==> config.mk <==
export PLATFORM = sky130hd
export DESIGN_NAME = config_stream_loader_flat
export DESIGN_NICKNAME = d
export VERILOG_FILES = /design/src/rtl/config_stream_loader_if.sv /design/src/rtl/config_stream_loader.sv /design/src/flat_wrapper.sv
export SDC_FILE = /design/constraint.sdc
export NUM_CORES = 1
export LEC_CHECK = 0
export BUFFER_PORTS_ARGS = -buffer_cell sky130_fd_sc_hd__buf_2
export CORE_ASPECT_RATIO = 0.6
export CORE_MARGIN = 3
export CORE_UTILIZATION = 40
export DETAILED_ROUTE_END_ITERATION = 6
export SLEW_MARGIN = 20
export SYNTH_ARGS = -nofsm -noshare
export SYNTH_HDL_FRONTEND = slang
export SYNTH_SLANG_ARGS = --single-unit
==> constraint.sdc <==
create_clock -name conf -period 3.3 [get_ports conf]
set_clock_uncertainty 0.05 [all_clocks]
set_input_delay 0.165 -clock conf [delete_from_list [all_inputs] [get_ports conf]]
set_output_delay 0.165 -clock conf [all_outputs]
set_load 0.005 [all_outputs]
==> src/rtl/config_stream_loader_if.sv <==
// Byte-wide valid/ready configuration stream between a bitstream source and the loader.
interface config_stream_loader_if;
    logic [7:0] in_data;
    logic       in_valid;
    logic       in_ready;

    modport master (output in_data, output in_valid, input in_ready);
    modport slave  (input in_data, input in_valid, output in_ready);
endinterface

==> src/rtl/config_stream_loader.sv <==
// Parses a framed configuration bitstream (TILE, ADDR_HI, ADDR_LO, LEN, data...)
// and drives one registered tile configuration bus write per data byte.
module config_stream_loader #(
    parameter int NUM_TILES = 16,
    parameter int ADDR_W    = 10,
    parameter int DATA_W    = 8
) (
    input  logic                  conf,
    input  logic                  reset,
    config_stream_loader_if.slave in_stream,
    output logic [NUM_TILES-1:0]  select_tile,
    output logic [ADDR_W-1:0]     address_tile,
    output logic [DATA_W-1:0]     data_tile,
    output logic                  config_done,
    output logic                  config_error,
    output logic [15:0]           frame_count
);

    typedef enum logic [2:0] {
        H_TILE,
        H_AHI,
        H_ALO,
        H_LEN,
        DATA,
        DONE,
        ERROR
    } state_t;

    localparam int SUM_W = ADDR_W + 9;

    state_t                state;
    logic                  ready;
    logic [7:0]            tile_idx;
    logic [1:0]            addr_hi;
    logic [ADDR_W-1:0]     addr;
    logic [7:0]            remaining;

    logic                  accept;
    logic                  tile_ok;
    logic                  len_overflow;
    logic [SUM_W-1:0]      frame_end;
    logic [NUM_TILES-1:0]  tile_hot;

    assign in_stream.in_ready = ready;
    assign accept             = in_stream.in_valid && ready;
    assign tile_ok            = {1'b0, in_stream.in_data} < 9'(NUM_TILES);

    // One past the last address the frame would touch; beyond the address space means overflow.
    assign frame_end    = SUM_W'(addr) + SUM_W'(in_stream.in_data);
    assign len_overflow = frame_end > SUM_W'(2 ** ADDR_W);

    always_comb begin
        tile_hot = '0;
        for (int i = 0; i < NUM_TILES; i++) begin
            tile_hot[i] = (tile_idx == 8'(i));
        end
    end

    always_ff @(posedge conf or negedge reset) begin
        if (!reset) begin
            state        <= H_TILE;
            ready        <= 1'b0;
            tile_idx     <= '0;
            addr_hi      <= '0;
            addr         <= '0;
            remaining    <= '0;
            select_tile  <= '0;
            address_tile <= '0;
            data_tile    <= '0;
            config_done  <= 1'b0;
            config_error <= 1'b0;
            frame_count  <= '0;
        end else begin
            select_tile <= '0;
            ready       <= (state != DONE) && (state != ERROR);

            if (accept) begin
                case (state)
                    H_TILE: begin
                        if (tile_ok) begin
                            tile_idx <= in_stream.in_data;
                            state    <= H_AHI;
                        end else begin
                            state        <= ERROR;
                            ready        <= 1'b0;
                            config_error <= 1'b1;
                        end
                    end
                    H_AHI: begin
                        if (in_stream.in_data[7:2] == 6'd0) begin
                            addr_hi <= in_stream.in_data[1:0];
                            state   <= H_ALO;
                        end else begin
                            state        <= ERROR;
                            ready        <= 1'b0;
                            config_error <= 1'b1;
                        end
                    end
                    H_ALO: begin
                        addr  <= ADDR_W'({addr_hi, in_stream.in_data});
                        state <= H_LEN;
                    end
                    H_LEN: begin
                        if (in_stream.in_data == 8'd0) begin
                            state       <= DONE;
                            ready       <= 1'b0;
                            config_done <= 1'b1;
                        end else if (len_overflow) begin
                            state        <= ERROR;
                            ready        <= 1'b0;
                            config_error <= 1'b1;
                        end else begin
                            remaining <= in_stream.in_data;
                            state     <= DATA;
                        end
                    end
                    DATA: begin
                        select_tile  <= tile_hot;
                        address_tile <= addr;
                        data_tile    <= DATA_W'(in_stream.in_data);
                        addr         <= addr + ADDR_W'(1);
                        remaining    <= remaining - 8'd1;
                        if (remaining == 8'd1) begin
                            state <= H_TILE;
                            if (frame_count != 16'hFFFF) begin
                                frame_count <= frame_count + 16'd1;
                            end
                        end
                    end
                    default: begin
                    end
                endcase
            end
        end
    end

endmodule

==> src/flat_wrapper.sv <==
// flat-port wrapper written by rule: the top's interface ports become plain ports
module config_stream_loader_flat 
#(
    parameter int NUM_TILES = 16,
    parameter int ADDR_W    = 10,
    parameter int DATA_W    = 8
)
  (conf, reset, select_tile, address_tile, data_tile, config_done, config_error, frame_count, in_stream_in_data, in_stream_in_valid, in_stream_in_ready);
  config_stream_loader_if in_stream_i ();
  input  logic conf;
  input  logic reset;
  output logic [NUM_TILES-1:0] select_tile;
  output logic [ADDR_W-1:0] address_tile;
  output logic [DATA_W-1:0] data_tile;
  output logic config_done;
  output logic config_error;
  output logic [15:0] frame_count;
  input wire logic [$bits(in_stream_i.in_data)-1:0] in_stream_in_data;
  input wire logic [$bits(in_stream_i.in_valid)-1:0] in_stream_in_valid;
  output wire logic [$bits(in_stream_i.in_ready)-1:0] in_stream_in_ready;
  assign in_stream_i.in_data = in_stream_in_data;
  assign in_stream_i.in_valid = in_stream_in_valid;
  assign in_stream_in_ready = in_stream_i.in_ready;
  config_stream_loader #(.NUM_TILES(NUM_TILES), .ADDR_W(ADDR_W), .DATA_W(DATA_W)) u_core (.conf(conf), .reset(reset), .in_stream(in_stream_i), .select_tile(select_tile), .address_tile(address_tile), .data_tile(data_tile), .config_done(config_done), .config_error(config_error), .frame_count(frame_count));
endmodule
==> impl_summary.txt, run 1 <==
----------------------------------------------------
[Worst setup path]
  Worst path buffer plus inverter count ... 1
  Worst setup path class ... flip-flop to flip-flop
  Worst path top cell family by delay ... compound AO/OA/AOI/OAI gates
  Launching element of the worst setup path ... u_core.addr[0]
  Kind of end point of the critical path ... flip-flop
  Startpoint of the worst register-to-register path ... u_core.addr[0]
  Largest stage delay on the critical path ... 440 ps
  Critical-path top delay cell ... sky130_fd_sc_hd__dfrtp_1
  CP cell instances ... ha_1, inv_1, fa_1, nor2b_1, o211ai_1, a31oi_2, o21ai_1, nand2_1, o31a_1, mux2_1
  Required time of the critical path ... 3460 ps
  Crit path DAT ... 3240 ps
  Critical path launch point type ... flip-flop
  Biggest fanout along the worst timing path ... 7

[Route]
  Detailed Routing Iterations Pass 1 ... 5
  Starting DRC count in detailed routing ... 252
  Number of DRC violations after detailed routing ... 0
  Post-DR vias/cell ... 5.62
  Final ANT Viol Nets ... 0
  Total wire length after detailed routing ... 10.4 mm
  Routed vias ... 3477
  Wirelength per Cell ... 16.8 microns

[Logic synthesis]
  Number of flops mapped to enable cells by yosys ... 0
  Total standard cell area after synthesis ... 4240 sq um
  Share of synthesized registers carrying an async set or reset ... 100%
  Net count of the mapped netlist ... 438
  Synth top area cells ... sky130_fd_sc_hd__dfrtp_1 (50%), sky130_fd_sc_hd__mux2_2 (5.8%), sky130_fd_sc_hd__nor2_1 (3.6%), sky130_fd_sc_hd__ha_1 (3.5%), sky130_fd_sc_hd__nand2_1 (2.7%)
  Share of the synthesized area in the top cell type ... 49.6%
  Most instantiated flip-flop cell in the synthesis netlist ... sky130_fd_sc_hd__dfrtp_1
  Number of library cell types mapped by synthesis ... 65
  Average instance area after synthesis ... 10.2 sq um
  Proportion of synthesized chip area in sequential cells ... 49.6%
  Seq cells post-synth ... 84
  Gate count after technology mapping ... 414
  Leading area contributor after synthesis ... sky130_fd_sc_hd__dfrtp_1
  Yosys warnings ... 0

[STA]
  Final Slew Violations ... 0
  Final critical-path share of the clock period ... 93.2%
  Final worst path period need ... 3080 ps
  Final setup viols ... 0
  Setup TNS ... 0 ps
  Remaining max-slew budget at the tightest pin ... 48.2%
  Peak clock frequency supported by timing ... 0.325 GHz
  RSZ-0062 raised after global routing ... no
  Worst-margin pin slew ... 771 ps
  Final Hold Viols ... 0

[Floorplan]
  CORE AREA ... 10100 sq um
  Num rows ... 28
  Number of I/O pins ... 64
  Effective utilization at floorplan ... 42.0%
  Floorplan die area ... 11900 sq um
  Die X ... 139 microns
  Height of the die ... 85.7 microns

[Power and ir drop]
  IR Drop Worst-Case VDD ... 0.332 mV
  Leakage power total ... 2.43 nW
  Total design power ... 3.79 mW
  Power density over the cells ... 750 nW/um^2

[Layout]
  Reg area ... 2100 sq um
  Commonest non-fill, non-tap cell in the layout ... sky130_fd_sc_hd__dfrtp_1
  Antenna cell count ... 0
  Most frequent cells in the layout ... sky130_fd_sc_hd__dfrtp_1 (84), sky130_fd_sc_hd__buf_2 (62), sky130_fd_sc_hd__nor2_1 (41), sky130_fd_sc_hd__nand2_1 (31)
  Multi-input gate area ... 2010 sq um
  Area growth from synthesis to layout ... 19.4%
  Post-layout nets ... 503
  Fraction of final layout cells with drive strength greater than 1 ... 24.4%
  Final instance count without filler cells ... 619
  Number of fillers in the final layout ... 939

[Place]
  Count of buffers inserted at the top-level ports ... 63
  Dpl hpwl ... 7.48 mm
  Cell total after placement ... 599
  Global placement routability congestion ... 0.879

[Clock network]
  Maximum level of the CTS H-tree ... 3
  TritonCTS Sinks ... 84
  Clock transition at the registers of the reported paths ... 60 ps
  TritonCTS clock tree ... built
  Number of buffers added by the clock tree synthesis step ... 9
  Root buf cell ... sky130_fd_sc_hd__clkbuf_16
  Buffer levels on the longest clock path ... 2
  Clock latency on the worst-skew pair ... 330 ps

[Global route]
  Overall Global Routing Usage ... 17.7%
  Overall overflow remaining after global route ... 0
  Number of global-route vias before repair ... 3183
  Wire length of the first global-routing pass ... 16.8 mm
  Initial antenna violation count ... 0
  Maximum number of pins on one net before global-route repair ... 85

[Run status]
  Outcome ... finished clean

[Job]
  Count of maximum capacitance violations ... 0

[Min path]
  Type of the tightest min-delay check ... input port to flip-flop
  Worst hold start ... in_stream_in_data[4]

----------------------------------------------------
==> registers in the layout (all words and copies together), names as in the netlist <==
signal	cells
u_core.addr	10
u_core.tile_idx	8
u_core.in_stream.in_ready	1
u_core.addr_hi	2
u_core.address_tile	10
u_core.frame_count	16
u_core.config_done	1
u_core.state	3
u_core.config_error	1
u_core.data_tile	8
u_core.remaining	8
u_core.select_tile	16
==> worst reg2reg max path, stage by stage (launching register included) <==
cell and delay [ps]:
sky130_fd_sc_hd__dfrtp_1 440, sky130_fd_sc_hd__ha_1 230, sky130_fd_sc_hd__inv_1 60, sky130_fd_sc_hd__fa_1 410, sky130_fd_sc_hd__nor2b_1 280, sky130_fd_sc_hd__o211ai_1 170, sky130_fd_sc_hd__a31oi_2 290, sky130_fd_sc_hd__o21ai_1 130
sky130_fd_sc_hd__nand2_1 190, sky130_fd_sc_hd__o31a_1 350, sky130_fd_sc_hd__mux2_1 360
==> synthesized netlist by cell type (all sizes together) (2+ instances only) <==
cell and n:
a211o 2, a21o 4, a21oi 22, a22oi 2, a31oi 7, and2 7, and3 6, buf 7
clkbuf 10, dfrtp 84, ha 12, inv 14, mux2 24, nand2 31, nand2b 2, nand3 17
nand3b 4, nand4 4, nor2 44, nor3 13, nor3b 4, nor4 8, o211ai 3, o21a 3
o21ai 23, o221ai 2, o22ai 4, o31a 2, o32ai 2, or3 2, or4 5, xnor2 11
xor2 8
==> final timing paths <==
check	cells after the start	slack, ps	endpoint
min	2	70	u_core.data_tile[4]
min in group asynchronous	2	410	u_core.select_tile[2]
max in group asynchronous	2	2310	u_core.remaining[1]
min reg2reg	1	420	u_core.config_done
max reg2reg	10	220	u_core.remaining[1]
max	10	220	u_core.remaining[1]
==> kinds of logic after synthesis <==
logic type | synth area share, %
AND/OR/NAND/NOR | 19.6
AO/OA/AOI/OAI | 13.4
flip-flops | 49.6
buffers and inverters | 3.07
multiplexers | 6.38
XOR/XNOR | 3.93
adder cells (fa/ha/maj) | 4.02
==> what timing repair did <==
item | in CTS | in global routing
hold buffers | 0 | 1
endpoints found under the setup margin | 0 | 2
hold endpoints to repair | 0 | 84
setup buffers | 0 | 3
gates resized for setup | 0 | 1
==> cell type report <==
class,instances,area share [%]
tap,135,3.34
multi-input combinational,299,39.7
clock buffer,11,4.60
clock inverter,5,2.13
sequential,84,41.6
timing repair buffer,71,7.59
inverter,14,1.04
==> power by group <==
part	internal [mW]	switching (mW)	leakage (nW)
Sequential	1.24	0.238	1.10
Combinational	0.508	0.669	1.17
Clock	0.744	0.399	0.164
Total	2.49	1.31	2.43
==> through the flow <==
stage	worst slack [ps]	cell area (sq um)	utilization [%]	hold slack, ps
final	224	5060	50.1	72.3
after global routing	29.4	5060	50.1	85.5
after CTS	183	5020	49.7	17.0
after detailed placement	202	4680	46.3	370
after global placement	309	4680	46.3	376
after floorplan	642	4240	-	-181
==> layer usage <==
| layer | GRT usage [%] | share of wire (%) |
|---|---|---|
| met1 | 27.2 | 50 |
| met2 | 24.4 | 41 |
| met3 | 5.40 | 8.7 |
| met4 | 3.82 | 0.64 |
| met5 | 0 | 0 |
Note: power is estimated with default switching activity, not from simulation.
==> run 2, diff against run 1 <==
Settings changed: CTS_BUF_LIST set to sky130_fd_sc_hd__clkbuf_8.
==> impl_summary.txt, run 2 (synthesis results as in run 1) <==
----------------------------------------------------
[Layout]
  Reg area ... 2100 sq um
  Commonest non-fill, non-tap cell in the layout ... sky130_fd_sc_hd__dfrtp_1
  Antenna cell count ... 0
  Regs by FF count ... u_core.frame_count: 16 flops, u_core.select_tile: 16 flops
  Fraction of final layout cells with drive strength greater than 1 ... 24.6%
  Multi-input gate area ... 2010 sq um
  Post-layout nets ... 503
  Number of fillers in the final layout ... 952
  Most frequent cells in the layout ... sky130_fd_sc_hd__dfrtp_1 (84), sky130_fd_sc_hd__buf_2 (62), sky130_fd_sc_hd__nor2_1 (41), sky130_fd_sc_hd__nand2_1 (31)
  Area growth from synthesis to layout ... 17.1%

[STA]
  Final critical-path share of the clock period ... 89.7%
  Final Hold Viols ... 0
  Remaining max-slew budget at the tightest pin ... 46.3%
  Worst-margin pin slew ... 799 ps
  Setup TNS ... 0 ps
  Final worst path period need ... 2960 ps
  Final Slew Violations ... 0
  Peak clock frequency supported by timing ... 0.338 GHz
  Final setup viols ... 0
  Worst-case hold slack ... 45.8 ps
  RSZ-0062 raised after global routing ... no

[Job]
  Count of maximum capacitance violations ... 0

[Worst setup path]
  Critical path launch point type ... flip-flop
  Worst setup path class ... flip-flop to flip-flop
  Biggest fanout along the worst timing path ... 7
  Worst reg-to-reg setup slack ... 340 ps
  Worst path top cell family by delay ... compound AO/OA/AOI/OAI gates
  Worst path buffer plus inverter count ... 1
  CP cell instances ... ha_1, inv_1, fa_1, nor2b_2, o211ai_1, a31oi_2, o21ai_1, nand2_1, o31a_1, mux2_1
  Crit path DAT ... 3150 ps
  Required time of the critical path ... 3490 ps
  Critical-path top delay cell ... sky130_fd_sc_hd__dfrtp_1
  Kind of end point of the critical path ... flip-flop
  Largest stage delay on the critical path ... 450 ps

[Clock network]
  Number of buffers added by the clock tree synthesis step ... 9
  Clock latency on the worst-skew pair ... 360 ps
  TritonCTS clock tree ... built
  Clock transition at the registers of the reported paths ... 90 ps
  Maximum level of the CTS H-tree ... 3
  Root buf cell ... sky130_fd_sc_hd__clkbuf_8
  Buffer levels on the longest clock path ... 2
  TritonCTS Sinks ... 84

[Route]
  Number of DRC violations after detailed routing ... 0
  Final ANT Viol Nets ... 0
  Routed vias ... 3473
  Wirelength per Cell ... 16.9 microns
  Post-DR vias/cell ... 5.61
  Detailed Routing Iterations Pass 1 ... 4
  Starting DRC count in detailed routing ... 282
  Total wire length after detailed routing ... 10.4 mm

[Floorplan]
  Die X ... 139 microns
  CORE AREA ... 10100 sq um
  Height of the die ... 85.7 microns
  Floorplan die area ... 11900 sq um
  Num rows ... 28
  Effective utilization at floorplan ... 42.0%
  Number of I/O pins ... 64

[Power and ir drop]
  Power density over the cells ... 710 nW/um^2
  Leakage power total ... 2.39 nW
  IR Drop Worst-Case VDD ... 0.373 mV

[Global route]
  Overall Global Routing Usage ... 18.0%
  Wire length of the first global-routing pass ... 16.8 mm
  Maximum number of pins on one net before global-route repair ... 85
  Number of global-route vias before repair ... 3188
  Initial antenna violation count ... 0
  Overall overflow remaining after global route ... 0

[Min path]
  Type of the tightest min-delay check ... input port to flip-flop

[Place]
  Global placement routability congestion ... 0.879
  Dpl hpwl ... 7.48 mm
  Count of buffers inserted at the top-level ports ... 63

[Run status]
  Outcome ... finished clean

----------------------------------------------------
==> run 2: changes by cell type in the layout (fill, tap and decap cells not counted) <==
cell / change
sky130_fd_sc_hd__clkbuf_16: -9
sky130_fd_sc_hd__clkbuf_8: +9
sky130_fd_sc_hd__clkbuf_1: -2
sky130_fd_sc_hd__inv_1: +2
sky130_fd_sc_hd__nor2b_1: -1
sky130_fd_sc_hd__nor2b_2: +1
==> run 2: worst paths after layout <==
path | from | endpoint | cells past startpoint
max | u_core.addr[0] | u_core.remaining[1] | 10
min | in_stream_in_data[4] | u_core.data_tile[4] | 2
max reg2reg | u_core.addr[0] | u_core.remaining[1] | 10
min reg2reg | u_core.config_done | u_core.config_done | 1
max in group asynchronous | reset | u_core.remaining[1] | 2
min in group asynchronous | reset | u_core.addr[9] | 2
==> run 2: worst register-to-register path, stage by stage, from the launching register on <==
cell and delay, ps:
sky130_fd_sc_hd__dfrtp_1 450, sky130_fd_sc_hd__ha_1 230, sky130_fd_sc_hd__inv_1 60, sky130_fd_sc_hd__fa_1 420, sky130_fd_sc_hd__nor2b_2 200, sky130_fd_sc_hd__o211ai_1 140, sky130_fd_sc_hd__a31oi_2 290, sky130_fd_sc_hd__o21ai_1 130
sky130_fd_sc_hd__nand2_1 180, sky130_fd_sc_hd__o31a_1 340, sky130_fd_sc_hd__mux2_1 360
==> run 2: where the power goes <==
group | internal, mW | total (mW) | switching [mW]
clock network | 0.502 | 0.874 | 0.372
logic | 0.509 | 1.18 | 0.667
registers | 1.23 | 1.47 | 0.238
total | 2.25 | 3.52 | 1.28
==> run 2: layout make-up <==
class                           count  area share, %
Clock buffer                        9           2.50
Clock inverter                      7           2.32
Inverter                           14           1.06
Multi-Input combinational cell    299           40.6
Sequential cell                    84           42.4
Tap cell                          135           3.41
Timing Repair Buffer               71           7.74
==> run 2: per-stage QoR <==
stage / power, mW / worst slack (ps) / utilization (%) / cell area (sq um) / cells
6_report: 3.52 / 340 / 49.2 / 4960 / 619
5_1_grt: 3.77 / 94.8 / 49.2 / 4960 / 619
4_1_cts: 3.52 / 176 / 48.8 / 4920 / 616
3_5_place_dp: 2.63 / 202 / 46.3 / 4680 / 599
3_3_place_gp: 2.59 / 309 / 46.3 / 4680 / 599
2_1_floorplan: 2.26 / 642 / - / 4240 / 414
==> run 2: repair_timing <==
item / 4_1_cts / 5_1_grt
setup endpoints to repair: 0 / 2
setup buffers: 0 / 3
endpoints found under the hold margin: 84 / 0
hold buffers: 1 / 0
gates resized for setup: 0 / 2
==> run 2: metal layers <==
layer	vias up	part of all wire, %	routed length, microns	track usage, %
li1	1630	-	-	-
met1	1706	49	5170	27.5
met2	128	41	4250	24.3
met3	9	8.7	910	5.68
met4	0	1.1	113	4.88
met5	-	0	0	0
==> run 3, diff against run 2 <==
Settings changed: CORE_UTILIZATION 40 to 30, SLEW_MARGIN 20 to not set.
==> impl_summary.txt, run 3 (synthesis results as in run 1) <==
----------------------------------------------------
[Worst setup path]
  Startpoint of the worst register-to-register path ... u_core.addr[0]
  Launching element of the worst setup path ... u_core.addr[0]
  Capture instance of the worst register-to-register path ... u_core.remaining[6]
  Biggest fanout along the worst timing path ... 6
  Worst setup path class ... flip-flop to flip-flop
  CP cell instances ... ha_1, inv_1, fa_1, nor2b_1, o211ai_1, a31oi_2, o21ai_1, nand2_1, o31a_1, buf_4, mux2_1
  Largest stage delay on the critical path ... 460 ps
  Kind of end point of the critical path ... flip-flop
  Worst reg-to-reg setup slack ... 220 ps
  Crit path DAT ... 3290 ps
  Critical-path top delay cell ... sky130_fd_sc_hd__dfrtp_1
  Critical path launch point type ... flip-flop
  Required time of the critical path ... 3500 ps
  Worst Setup EP ... u_core.remaining[6]
  Depth of the worst register-to-register path ... 11

[Route]
  Total wire length after detailed routing ... 10.1 mm
  Length of routed met3 wiring ... 782 microns
  Number of DRC violations after detailed routing ... 0
  Final ANT Viol Nets ... 0
  Detailed Routing Iterations Pass 1 ... 5
  Met2 wire len ... 4.02 mm
  Uppermost metal layer occupied by signal nets ... met4
  Routed vias ... 3384
  Post-DR vias/cell ... 5.04
  Wirelength per Cell ... 15.1 microns
  Starting DRC count in detailed routing ... 283
  Routed metal-1 wire length ... 5.25 mm

[Layout]
  Fraction of final layout cells with drive strength greater than 1 ... 24.8%
  Regs by FF count ... u_core.frame_count: 16 flops, u_core.select_tile: 16 flops
  Post-layout nets ... 503
  Antenna cell count ... 0
  Final instance area ... 4970 sq um
  Final instance count without filler cells ... 671
  Commonest non-fill, non-tap cell in the layout ... sky130_fd_sc_hd__dfrtp_1
  Area growth from synthesis to layout ... 17.3%
  Most frequent cells in the layout ... sky130_fd_sc_hd__dfrtp_1 (84), sky130_fd_sc_hd__buf_2 (62), sky130_fd_sc_hd__nor2_1 (41), sky130_fd_sc_hd__nand2_1 (31)

[STA]
  Remaining max-slew budget at the tightest pin ... 30.1%
  Worst-case hold slack ... 49.6 ps
  Worst-margin pin slew ... 1050 ps
  Final critical-path share of the clock period ... 93.4%
  Final Slew Violations ... 0
  Setup TNS ... 0 ps
  Peak clock frequency supported by timing ... 0.324 GHz
  Final worst path period need ... 3080 ps
  Final setup viols ... 0
  RSZ-0062 raised after global routing ... no
  Final Hold Viols ... 0

[Global route]
  Number of global-route vias before repair ... 3232
  Overall overflow remaining after global route ... 0
  Maximum number of pins on one net before global-route repair ... 85
  Wire length of the first global-routing pass ... 17.2 mm
  Initial antenna violation count ... 0
  Overall Global Routing Usage ... 13.6%

[Floorplan]
  Floorplan die area ... 15600 sq um
  Num rows ... 32
  Height of the die ... 98.1 microns
  Effective utilization at floorplan ... 31.8%
  CORE AREA ... 13300 sq um
  Number of I/O pins ... 64
  Die X ... 159 microns

[Min path]
  Type of the tightest min-delay check ... input port to flip-flop
  Min-Delay Path Depth ... 2

[Place]
  Dpl hpwl ... 7.32 mm
  Total placed instance area ... 4740 sq um
  Global placement routability congestion ... 0.814
  Cell total after placement ... 651
  Count of buffers inserted at the top-level ports ... 63

[Clock network]
  Buffer levels on the longest clock path ... 2
  Clock latency on the worst-skew pair ... 370 ps
  Clock transition at the registers of the reported paths ... 90 ps
  TritonCTS Sinks ... 84
  TritonCTS clock tree ... built
  Number of buffers added by the clock tree synthesis step ... 9
  Maximum level of the CTS H-tree ... 3
  Root buf cell ... sky130_fd_sc_hd__clkbuf_8

[Power and ir drop]
  Net Switching ... 1.29 mW
  Power density over the cells ... 669 nW/um^2
  Clock network fraction of total power ... 21.4%
  IR Drop Worst-Case VDD ... 0.310 mV
  Sequential power share ... 43.7%
  Internal power component ... 2.03 mW
  Switching part of the total ... 38.9%
  Leakage power total ... 2.35 nW
  Fraction of power consumed by combinational cells ... 34.9%

[Job]
  Count of maximum capacitance violations ... 0

[Run status]
  Outcome ... finished clean

----------------------------------------------------
run 3: worst min path at each step:
stage                         startpoint                      to  slack, ps
floorplan                          reset          u_core.addr[0]       -180
global placement                   reset   u_core.frame_count[8]        360
detailed placement                 reset  u_core.frame_count[14]        380
CTS                 in_stream_in_data[6]     u_core.data_tile[6]         30
global route        in_stream_in_data[6]     u_core.data_tile[6]         30
finish              in_stream_in_data[6]     u_core.data_tile[6]         50
run 3: worst max-delay path, delay by kind of cell, from the launching register on:
family / cells / cell delay (ps)
flip-flops: 1 / 460
multiplexers: 1 / 320
AND/OR/NAND/NOR: 2 / 460
buffers and inverters: 2 / 230
AO/OA/AOI/OAI: 4 / 820
adder cells (fa/ha/maj): 2 / 640
run 3: power by group through the flow:
stage	combinational, mW	sequential (mW)	clock (mW)
floorplan	0.866	1.39	0
global placement	1.12	1.46	0
detailed placement	1.13	1.47	0
CTS	1.14	1.45	0.739
global route	1.31	1.49	0.794
finish	1.16	1.45	0.713
run 3: per-stage QoR:
step	util, %	total power, mW	setup slack, ps
2_1_floorplan	-	2.26	642
3_3_place_gp	35.6	2.58	397
3_5_place_dp	35.6	2.60	73.0
4_1_cts	37.1	3.33	60.0
5_1_grt	37.3	3.60	6.85
6_report	37.3	3.33	217
run 3: what timing repair did:
action,in CTS,in global routing
hold buffers,1,0
setup endpoints to repair,0,8
resized for setup,0,1
buffers inserted,0,3
hold endpoints to repair,84,0
run 3: metal layers:
layer / global-route usage (%) / up-vias
met5: 0 / -
met4: 2.62 / 0
met3: 4.92 / 7
met2: 18.5 / 121
met1: 20.5 / 1622
li1: - / 1634
run 3: final cells by class:
| type | count | area, sq um |
|---|---|---|
| clock buffer | 9 | 124 |
| clock inverter | 7 | 66.3 |
| fill | 1349 | 8360 |
| inverter | 14 | 52.6 |
| multi-input combinational | 299 | 2010 |
| sequential | 84 | 2100 |
| tap | 187 | 234 |
| timing repair buffer | 71 | 380 |
